$ cat config.mk
export PLATFORM = sky130hd
export DESIGN_NAME = irq_pending_arbiter
export DESIGN_NICKNAME = d
export VERILOG_FILES = /design/src/rtl/irq_pending_arbiter.sv
export SDC_FILE = /design/constraint.sdc
export NUM_CORES = 1
export LEC_CHECK = 0
export BUFFER_PORTS_ARGS = -buffer_cell sky130_fd_sc_hd__clkbuf_2
export CORE_AREA = 2 2 56 58
export CTS_CLUSTER_SIZE = 20
export DETAILED_ROUTE_END_ITERATION = 10
export DIE_AREA = 0 0 58 60
export PLACE_DENSITY = 0.72
export REMOVE_ABC_BUFFERS = 1
export SETUP_SLACK_MARGIN = 0.3
export SLEW_MARGIN = 20
export SYNTH_ARGS = -nofsm -noshare
export SYNTH_HDL_FRONTEND = slang
export SYNTH_SLANG_ARGS = --single-unit
$ cat constraint.sdc
create_clock -name clk -period 1.5 [get_ports clk]
set_input_delay 0.225 -clock clk [delete_from_list [all_inputs] [get_ports clk]]
set_output_delay 0.225 -clock clk [all_outputs]
set_load 0.02 [all_outputs]
$ cat src/rtl/irq_pending_arbiter.sv
// irq_pending_arbiter: captures rising edges on eight request lines into
// sticky pending bits, applies a per-source mask, and presents the ID of the
// highest-index eligible source to a downstream consumer with a valid/ack
// handshake. A sticky overflow flag records edges on already-pending sources.
module irq_pending_arbiter (
  input  logic       clk,
  input  logic       rst,
  input  logic [7:0] req_in,
  input  logic [7:0] mask_in,
  input  logic       mask_we,
  input  logic       irq_ack,
  input  logic       ovf_clr,
  output logic       irq_valid,
  output logic [2:0] irq_id,
  output logic [7:0] pending,
  output logic [7:0] mask,
  output logic       overflow
);

  localparam int NSRC = 8;
  localparam int IDW  = 3;

  typedef enum logic [1:0] {
    IDLE    = 2'd0,
    PRESENT = 2'd1,
    CLEAR   = 2'd2
  } state_t;

  state_t          state;
  logic [NSRC-1:0] req_q;
  logic [NSRC-1:0] edge_det;
  logic [NSRC-1:0] clr_vec;
  logic [NSRC-1:0] eligible;
  logic [IDW-1:0]  winner;
  logic            ovf_event;

  // Edge detect, ack-driven clear vector and overflow event for this cycle.
  always_comb begin
    // NOTE: every always_comb output gets a default first so no latch is inferred.
    clr_vec   = '0;
    edge_det  = req_in & ~req_q;
    if (state == PRESENT && irq_ack)
      clr_vec[irq_id] = 1'b1;
    // An edge on the bit being acknowledged re-arms it and is not an overflow.
    ovf_event = |(edge_det & pending & ~clr_vec);
    eligible  = pending & ~mask;
  end

  // Priority select: scan upward so the highest set index overwrites lower ones.
  always_comb begin
    winner = '0;
    for (int i = 0; i < NSRC; i++)
      if (eligible[i])
        winner = IDW'(i);
  end

  // Request history, pending bits, mask and sticky overflow.
  always_ff @(posedge clk) begin
    // NOTE: sequential state uses non-blocking assignments only, so every
    // register samples the pre-edge values of the others.
    req_q <= req_in;
    if (rst) begin
      pending  <= '0;
      mask     <= '1;
      overflow <= 1'b0;
    end else begin
      // Set wins over clear when an edge and an ack hit the same bit.
      pending <= (pending & ~clr_vec) | edge_det;
      if (mask_we)
        mask <= mask_in;
      if (ovf_event)
        overflow <= 1'b1;
      else if (ovf_clr)
        overflow <= 1'b0;
    end
  end

  // Handshake FSM with registered valid/ID; the presented ID is frozen until ack.
  always_ff @(posedge clk) begin
    if (rst) begin
      state     <= IDLE;
      irq_valid <= 1'b0;
      irq_id    <= '0;
    end else begin
      case (state)
        IDLE: begin
          if (|eligible) begin
            irq_id    <= winner;
            irq_valid <= 1'b1;
            state     <= PRESENT;
          end
        end
        PRESENT: begin
          if (irq_ack) begin
            irq_valid <= 1'b0;
            state     <= CLEAR;
          end
        end
        CLEAR: begin
          irq_valid <= 1'b0;
          state     <= IDLE;
        end
        default: begin
          irq_valid <= 1'b0;
          state     <= IDLE;
        end
      endcase
    end
  end

endmodule

# == Word-level counts from Yosys, hierarchy flattened ==
# Index checks and enable logic that the tools add are counted.
# classes
n_lt_le_gt_ge,2
eq_ne,3
muxes,18
bitwise,9
reduce_logical,8
# op_table
operator,count
8-bit AND,5
8-bit NOT,3
3-bit 2-to-1 mux,6
8-bit OR reduction,2
8-bit 2-to-1 mux,1
8-bit OR,1
1-bit 2-to-1 mux,6
3-bit by 4-bit less-than comparator with 1-bit output (second input constant),1
2-bit 2-to-1 mux,2
2-bit inequality test (second input constant),2
2-bit case mux with 2 select lines,1
2-bit AND reduction,2
1-bit demux with 3-bit select,1
3-bit by 1-bit greater-or-equal comparator with 1-bit output (second input constant),1
2-bit by 1-bit equality test with 1-bit output (second input constant),1
1-bit logical AND,2
2-bit zero test,1
1-bit case mux with 2 select lines,1
2-bit nonzero test,1
# word_totals
ff_bits,31
input_bits,21
elab_cells,47

# == Depth between registers and ports, before layout ==
# Gate-level depths: netlist of the first run.
# depth
word_depth,9
depth_mapped,5
ltp_nobuf,5

# == Least setup slack after synthesis of the first run ==
# Ideal clock, no wire load.
# synth_path
path_kind,register -> register
start,"register, netlist name irq_valid"
end,register overflow
t_arrival_ps,1546
t_required_ps,1375
setup_slack_ps,-171
stages_incl_launch_ff,6
n_path_buf,0
synth_period_minus_slack_ps,1671
cell_sequence,dfxtp_1 -> and4bb_4 -> nand3_2 -> a32o_1 -> a31o_1 -> o41a_1
# synth_lines
element,line,text
end signal: assignment,65,overflow <= 1'b0;
end signal: assignment,72,overflow <= 1'b1;
end signal: assignment,74,overflow <= 1'b0;
end: declaration,17,output logic overflow

# == Worst setup path in the final report of the first run ==
# layout_path
start,register irq_id[2]
end,register overflow
# layout_via
elab_chain_len,9
# layout_rtl
element,line,text
start: declaration,14,"output logic [2:0] irq_id,"
start signal: assignment,88,irq_id <= winner;
3-bit by 4-bit less-than comparator with 1-bit output (implied by the code) / 3-bit by 1-bit greater-or-equal comparator with 1-bit output (equally long branches),43,clr_vec[irq_id] = 1'b1;
1-bit logical AND (implied by the code),43,
1-bit 2-to-1 mux (implied by the code),43,
1-bit demux with 3-bit select *,43,
8-bit 2-to-1 mux *,42,if (state == PRESENT && irq_ack)
8-bit NOT *,45,ovf_event = |(edge_det & pending & ~clr_vec);
8-bit AND *,45,
8-bit OR reduction *,45,
1-bit 2-to-1 mux / 2-bit nonzero test (equally long branches),n/a,
# Mark *: on every way between the ends. The rest lies on a longest branch, timed or not.
# A chain may end at the register's enable or synchronous reset.

==> results of run 1 <==
[worst max-delay path, cell delays in order (launching register included)]
cell      delay (ps)
dfxtp_2          330
and4bb_4         330
nand3_2           80
a32o_1           220
a31o_1           180
o41a_1           300
[cell type report]
cell class / instances / area share, %
Multi-Input combinational cell: 85 / 34.1
Clock buffer: 6 / 2.74
Tap cell: 33 / 2.21
Inverter: 4 / 0.803
Timing Repair Buffer: 70 / 26.8
Sequential cell: 30 / 33.3
[cell families (layout without fill, tap and decap cells)]
kind of cell           after synthesis  in the layout  share of synthesized area [%]
AND/OR/NAND/NOR                     54             54                           27.0
buffers and inverters                7             80                           2.81
flip-flops                          30             30                           50.0
AO/OA/AOI/OAI                       28             28                           17.7
multiplexers                         3              3                           2.50
[Yosys cell counts, types with 2 or more instances]
cell	instances	area [um2]
a211o_1	5	43.8
a21oi_1	9	45.0
dfxtp_1	30	601
inv_1	4	15.0
mux2i_1	3	30.0
nand2_1	16	60.1
nand2b_1	5	31.3
nor2_1	6	22.5
nor2b_1	11	68.8
o21ai_0	2	10.0
o22ai_1	3	18.8
or2b_2	6	52.6
[final timing paths]
kind | start | to | cells past startpoint
setup reg to reg | irq_id[2] | overflow | 5
hold reg to reg | req_q[5] | pending[5] | 2
setup / recovery | irq_id[2] | overflow | 5
hold / removal | req_in[3] | req_q[3] | 1
[report_power, final]
part	leakage [nW]	switching [mW]	internal, mW
clock network	0.0302	0.244	0.211
logic	0.601	0.207	0.226
registers	0.253	0.0451	0.859
[per-layer routing]
| layer | global-route usage (%) | part of all wire [%] |
|---|---|---|
| met1 | 21.6 | 40 |
| met3 | 7.79 | 5.5 |
| met5 | 0 | 0 |
| met4 | 10.6 | 2.4 |
| met2 | 34.7 | 52 |
[flip-flops by register name, summed over array words and instances (netlist names)]
name       count
mask           8
req_q          8
irq_id         3
pending        8
state          1
irq_valid      1
overflow       1
[per-stage QoR]
step                      cells  hold WS, ps  utilization, %  area (um2)  power, mW
after global placement      213          339            54.4        1580       1.26
after detailed placement    213          340            54.4        1580       1.27
final                       228         13.8            64.4        1870       1.79
after floorplan             119          253               -        1180       1.10
after global routing        228        -3.43            64.4        1870       1.88
after CTS                   223         7.29            60.9        1770       1.77
[what timing repair did]
item / in CTS / in global routing
endpoints found under the hold margin: 0 / 2
pin swaps: 6 / 3
hold buffers: 0 / 2
resized for setup: 32 / 27
buffers inserted: 4 / 3
endpoints found under the setup margin: 8 / 16
==> results.toml, run 1 <==
[die]
rows = 20
ioPinCount = 42
die_area_um2 = 3480
start_util_pct = 41.4
die_h_um = 60
fp.coreArea_um2 = 2900
die_w_um = 58

[yosys]
synth_area_um2 = 1200
syn_inst = 122
synthFlopType = "dfxtp_1"
yosysWarnings = 0
synth_seq_area_share_pct = 50.0
ys_types = 34
avgSynthCellArea_um2 = 9.85
async_flop_share_pct = 0
ys_ff_latch = 30
synth_edf_count = 0

[placement]
globalplace.congestion = 0.827
dpl_worst_slack_ps = -80.0
port-buffer-count = 41
dpl.hpwl_um = 2280

[sta]
maxSlewViolCount = 0
max_freq_ghz = 0.649
period_needed_ps = 1540
post-route-worst-setup-slack_ps = -41.2
fin_tns_setup_ps = -41.2
setup_viol = 1
fin_skew_ps = 8.48
slew_headroom_pct = 71.7
finalCritPeriodShare_pct = 103
rsz0062_at_grt = "yes"
final_hold_viol_count = 0
worst_pin_slew_ps = 425

[clocking]
numCtsBuffers = 5
root_buffer = "clkbuf_4"
numClockSinks = 30
cts.clk_slew.worst_paths_ps = 90
clkLatencyLatePin_ps = 320
tritoncts = "yes"
cts_max_path_buffers = 2
h-tree-depth = 2

[worst_setup_path]
crit_arrival_ps = 1750
worstSetupPathType = "reg -> reg"
r2r_slack_ps = -40
required_ps = 1710
start_kind = "flop"
endpoint_kind = "flop"
critical_path.max_fanout = 2

[detailed_routing]
drt_iter0_drc = 32
drc = 0
final_antenna_net_count = 0
wl_um = 3280
dr_total_vias = 1186
dr.pass1.iters = 4
routed_via_density = 5.20
wire_per_inst_um = 14.4

[finish]
layout_common_cells = "32 x clkbuf_2, 23 x buf_4, 15 x nand2_1, 15 x dfxtp_2, 14 x dfxtp_1"
register_area_um2 = 623
fill_cells = 239
nets = 217
drive_gt1_share_pct = 59.5
multi_input_area_um2 = 638
mostFrequentLayoutCell = "clkbuf_2"
antenna_cells = 0
area_delta_synth_final_pct = 55.7

[grt]
grt_usage_pct = 20.3
grt_pass1_wl_um = 5180
grt_pass1_vias = 1203
grt_max_degree = 20
antenna_found_initial = 0
grt_overflow = 0

[power]
worst_ir_drop_vdd_mv = 0.823
p_per_area_nw_per_um2 = 958
leakagePower_nw = 0.884

[run_status]
violations = "setup timing"
status = "finished, violations left"

[worst_hold_path]
hold_path_class = "in -> reg"

[run]
maxCapViolations = 0
(Power assumes the default switching activity.)
==> run 2: changes to the inputs <==
- ABC_AREA: unset -> 1
- CORE_AREA: 2 2 56 58 -> 2 2 57 59
- DIE_AREA: 0 0 58 60 -> 0 0 59 61
- PLACE_DENSITY: 0.72 -> 0.71
==> run 2 against run 1 <==
The flow now finishes without violations. Die area rose by 3.4%. Area after synthesis rose by 4.1%. Non-clock buffer count fell by 18. Clock skew rose by 4.8 ps. Worst hold slack barely moved. Critical path depth rose by 2. Fmax rose by 25%. Register-to-register slack improved by 310 ps. Sequential share of layout area rose by 2.5 points. Via count rose by 7.3%. First-iteration DRC count rose by 3.1%. Sequential cell count did not move. Critical path type unchanged.
==> results.toml, run 2 <==
[yosys]
synth_edf_count = 0
synthTopCellsByCount = "53 x nand2_1, 30 x dfxtp_1, 30 x inv_1"
synth_area_um2 = 1250
synth_top_area_share_pct = 48.0
synth-xor-area-share_pct = 0
syn_inst = 184
avgSynthCellArea_um2 = 6.79
synth.mux.area_fraction_pct = 0
synth_top_family_by_area = "simple AND/OR/NAND/NOR gates"
yosysWarnings = 0
synth_seq_area_share_pct = 48.0
ys_types = 15
synth_compound_area_share_pct = 12.2
synthFlopType = "dfxtp_1"
synth-adder-area-share_pct = 0
yosysMostFrequentCell = "nand2_1"
ys_ff_latch = 30
async_flop_share_pct = 0
yosys.area.top_type = "dfxtp_1"
yosys.area_share.simple_pct = 29.7
synth_area_leaders = "dfxtp_1 48%, nand2_1 16%, inv_1 9.0%"

[detailed_routing]
dr.pass1.iters = 6
routed_via_density = 4.64
dr_total_vias = 1272
wire_per_inst_um = 10.5
drc = 0
final_antenna_net_count = 0
wl_um = 2880
drt_iter0_drc = 33

[finish]
fill_cells = 296
area_delta_synth_final_pct = 38.0
mostFrequentLayoutCell = "nand2_1"
multi_input_area_um2 = 582
reg.largest.list = "mask (8), pending (8), req_q (8)"
layout_common_cells = "41 x nand2_1, 40 x clkbuf_2, 29 x inv_1"
antenna_cells = 0
register_area_um2 = 618
drive_gt1_share_pct = 36.5
nets = 261

[die]
die_h_um = 61
die_area_um2 = 3600
ioPinCount = 42
rows = 20
die_w_um = 59
fp.coreArea_um2 = 2950
start_util_pct = 42.3

[clocking]
clkLatencyLatePin_ps = 340
cts_max_path_buffers = 2
tritoncts = "yes"
h-tree-depth = 2
numClockSinks = 30
cts.clk_slew.worst_paths_ps = 90
numCtsBuffers = 5
root_buffer = "clkbuf_4"

[sta]
fin_skew_ps = 13.3
setup_viol = 0
worst_pin_slew_ps = 415
fin_tns_setup_ps = 0
rsz0062_at_grt = "yes"
final_hold_viol_count = 0
max_freq_ghz = 0.814
post-route-worst-setup-slack_ps = 271
slew_headroom_pct = 72.4
finalCritPeriodShare_pct = 81.9
period_needed_ps = 1230
maxSlewViolCount = 0

[placement]
globalplace.congestion = 0.882
dpl.hpwl_um = 2050
port-buffer-count = 41
dpl_worst_slack_ps = 280

[power]
leakagePower_nw = 0.886
p_per_area_nw_per_um2 = 1030
power.total_mw = 1.78
worst_ir_drop_vdd_mv = 0.675

[grt]
grt_usage_pct = 17.3
grt_pass1_wl_um = 4550
antenna_found_initial = 0
grt_overflow = 0
grt_pass1_vias = 1070
grt_max_degree = 20

[worst_setup_path]
critical_path.max_fanout = 7
crit_arrival_ps = 1440
start_kind = "flop"
endpoint_kind = "flop"
worstSetupPathType = "reg -> reg"
required_ps = 1720

[run_status]
status = "finished, final reports clean"

[run]
maxCapViolations = 0

[worst_hold_path]
hold_path_class = "in -> reg"
-- run 2: kinds of logic after synthesis --
group,count (synthesis)
buf+inv,33
simple gates,91
flops,30
compound gates,30
-- run 2: power by group --
part	leakage [nW]	switching, mW	internal [mW]	total (mW)
registers	0.252	0.0473	0.864	0.911
clock network	0.0353	0.281	0.227	0.508
logic	0.599	0.225	0.138	0.362
-- run 2: metrics by stage --
step | utilization, % | instance area [um2] | hold slack (ps) | std cells
after floorplan | - | 1240 | 253 | 181
after global placement | 50.8 | 1500 | 343 | 257
after detailed placement | 50.8 | 1500 | 345 | 257
after CTS | 55.4 | 1640 | 1.66 | 272
after global routing | 58.4 | 1730 | 7.63 | 274
final | 58.4 | 1730 | 14.1 | 274
-- run 2: area by class of cell --
| cell class | instances | share of cell area [%] |
|---|---|---|
| tap | 33 | 2.39 |
| clock buffer | 7 | 3.19 |
| timing repair buffer | 52 | 18.1 |
| inverter | 30 | 6.53 |
| sequential | 30 | 35.8 |
| multi-input combinational | 121 | 33.7 |
| clock inverter | 1 | 0.290 |
-- run 2: layer usage --
| layer | GRT usage [%] | up-vias | wire length (um) |
|---|---|---|---|
| li1 | - | 677 | - |
| met1 | 21.9 | 561 | 1330 |
| met2 | 26.8 | 29 | 1350 |
| met3 | 5.76 | 5 | 160 |
| met4 | 7.79 | 0 | 36 |
| met5 | 0 | - | 0 |
-- run 2: repair_timing --
| item | in CTS | in global routing |
|---|---|---|
| pin swaps | 0 | 7 |
| endpoints found under the hold margin | 7 | 0 |
| hold buffers | 7 | 0 |
| buffers inserted | 0 | 2 |
| setup endpoints to repair | 3 | 8 |
| resized for setup | 4 | 33 |
-- run 2: worst max-delay path, cell delays in order (launching register included) --
cell and delay (ps):
dfxtp_2 380, nand2_2 80, nor2_4 240, nand3_2 150, nand2_2 80, nand2_2 60
nor2_2 70, a21oi_1 60
-- run 2: final timing paths --
check | from | end | slack [ps] | cells past startpoint
worst min-delay path | req_in[7] | req_q[7] | 10 | 1
worst min register to register | pending[3] | pending[3] | 480 | 2
worst max register to register | irq_valid | overflow | 270 | 7
worst max-delay path | irq_valid | overflow | 270 | 7
==> run 3: changes to the inputs <==
- clock period: 1.5 -> 0.98 ns (I/O delays scaled with it)
==> run 3 against run 2 <==
The flow now finishes with violations (hold timing, setup timing). Final area rose by 49%. Critical path depth rose by 1. Utilization rose by 28 points. Setup slack got worse by 620 ps. Clock-buffer cell count fell by 2. Routed wire length rose by 85%. Sequential power rose by 56%. First-iteration DRC count rose by 130%. Die area did not move. Largest cell class is now non-clock buffers.
==> results.toml, run 3 (synthesis gave the netlist of run 2 again) <==
[run_status]
status = "finished, violations left"
violations = "hold timing, setup timing"

[detailed_routing]
dr_total_vias = 1659
drc = 0
wl_um = 5330
final_antenna_net_count = 0
dr.pass1.iters = 4
wire_per_inst_um = 16.5
drt_iter0_drc = 75
routed_via_density = 5.14

[finish]
nets = 310
instances_no_fill = 323
layout_common_cells = "30 x nand2_1, 29 x buf_6, 22 x inv_1"
multi_input_area_um2 = 687
area_delta_synth_final_pct = 105
drive_gt1_share_pct = 60.7
antenna_cells = 0
register_area_um2 = 636
reg.largest.list = "mask (8), pending (8), req_q (8)"
fill_cells = 142
mostFrequentLayoutCell = "nand2_1"
fin_area_um2 = 2560
final_util_pct = 86.8

[clocking]
root_buffer = "clkbuf_4"
clkLatencyLatePin_ps = 380
numClockSinks = 30
tritoncts = "yes"
cts_max_path_buffers = 2
h-tree-depth = 2
numCtsBuffers = 5
cts.clk_slew.worst_paths_ps = 120

[die]
die_area_um2 = 3600
ioPinCount = 42
rows = 20
die_w_um = 59
fp.coreArea_um2 = 2950
die_h_um = 61
start_util_pct = 42.3

[sta]
rsz0062_at_grt = "yes"
period_needed_ps = 1320
worst_pin_slew_ps = 362
fin_tns_setup_ps = -5170
finalCritPeriodShare_pct = 135
whs_ps = -8.29
post-route-worst-setup-slack_ps = -345
max_freq_ghz = 0.755
final_hold_viol_count = 2
maxSlewViolCount = 0
slew_headroom_pct = 75.9
setup_viol = 32
fin_skew_ps = 25.1

[worst_setup_path]
endpoint_kind = "flop"
slowest_stage = "dfxtp_2"
r2r_slack_ps = -340
worstSetupPathType = "reg -> reg"
start_kind = "flop"
required_ps = 1280
path_cells = "inv_1 -> nand2_2 -> nand2_2 -> nor2_2 -> nand2_2 -> nand2_2 -> nand2_1 -> a21oi_2"
cp-startpoint = "mask[6]"
reg2reg_to = "irq_id[2]"
path_buf_inv = 1
path_depth = 8
r2r-start = "mask[6]"
slowest_delay_ps = 370
crit_family = "simple AND/OR/NAND/NOR gates"
cp_common_cell = "nand2_2"
endpoint = "irq_id[2]"
crit_arrival_ps = 1630
critical_path.max_fanout = 5
reg2reg_depth = 8

[placement]
placed_cell_area_um2 = 1750
dpl_worst_slack_ps = -145
place_inst = 291
port-buffer-count = 41
globalplace.congestion = 0.881
dpl.hpwl_um = 2310

[grt]
grt_pass1_wl_um = 7550
grt_overflow = 0
grt_usage_pct = 30.2
antenna_found_initial = 0
grt_max_degree = 16
grt_pass1_vias = 1596

[worst_hold_path]
hold_path_class = "in -> reg"
hold_depth = 3

[power]
pwr-share-seq_pct = 39.0
intPower_mw = 2.47
leakagePower_nw = 1.25
pwr-share-clk_pct = 28.8
p_sw_mw = 1.16
p_per_area_nw_per_um2 = 1420
p_comb_share_pct = 32.2
swShare_pct = 31.9
worst_ir_drop_vdd_mv = 1.42

[run]
maxCapViolations = 0
## run 3: layout make-up
class	count	share of cell area [%]
Timing Repair Buffer	101	39.4
Multi-Input combinational cell	121	26.8
Inverter	30	4.39
Tap cell	33	1.61
Clock buffer	5	1.46
Sequential cell	30	24.8
Clock inverter	3	1.56
## run 3: worst register-to-register path, cell delays in order (launching register included)
cell and delay [ps]:
dfxtp_2 370, inv_1 70, nand2_2 80, nand2_2 80
nor2_2 170, nand2_2 80, nand2_2 140, nand2_1 90
a21oi_2 170
## run 3: worst min path at each step
stage	start	end	slack, ps
4_1_cts	mask_in[0]	mask[0]	8
3_5_place_dp	req_in[0]	req_q[0]	270
3_3_place_gp	req_in[0]	req_q[0]	270
2_1_floorplan	req_in[0]	req_q[0]	170
6_report	mask_in[0]	mask[0]	-8
5_1_grt	mask_in[0]	mask[0]	6
## run 3: routing by layer
metal	part of all wire (%)	vias up	global-route usage, %
li1	-	779	-
met4	4.1	0	16.2
met5	0	-	0
met2	54	82	53.3
met3	6.0	21	10.0
met1	36	777	31.9
## run 3: what timing repair did
item | CTS | global route
endpoints found under the hold margin | 8 | 1
pin swaps | 17 | 7
gates resized for setup | 134 | 43
hold buffers | 8 | 1
endpoints found under the setup margin | 36 | 42
setup buffers | 9 | 6
## run 3: metrics by stage
stage / power [mW] / hold slack (ps)
final: 3.63 / -8.29
after global routing: 3.76 / 6.47
after CTS: 3.36 / 7.79
after detailed placement: 2.05 / 267
after global placement: 2.04 / 265
after floorplan: 1.71 / 175
## run 3: power by group through the flow
stage               sequential, mW  clock (mW)  combinational [mW]
finish                        1.42        1.04                1.17
global route                  1.42        1.10                1.24
CTS                           1.40       0.994               0.959
detailed placement            1.39           0               0.662
global placement              1.39           0               0.655
floorplan                     1.49           0               0.224
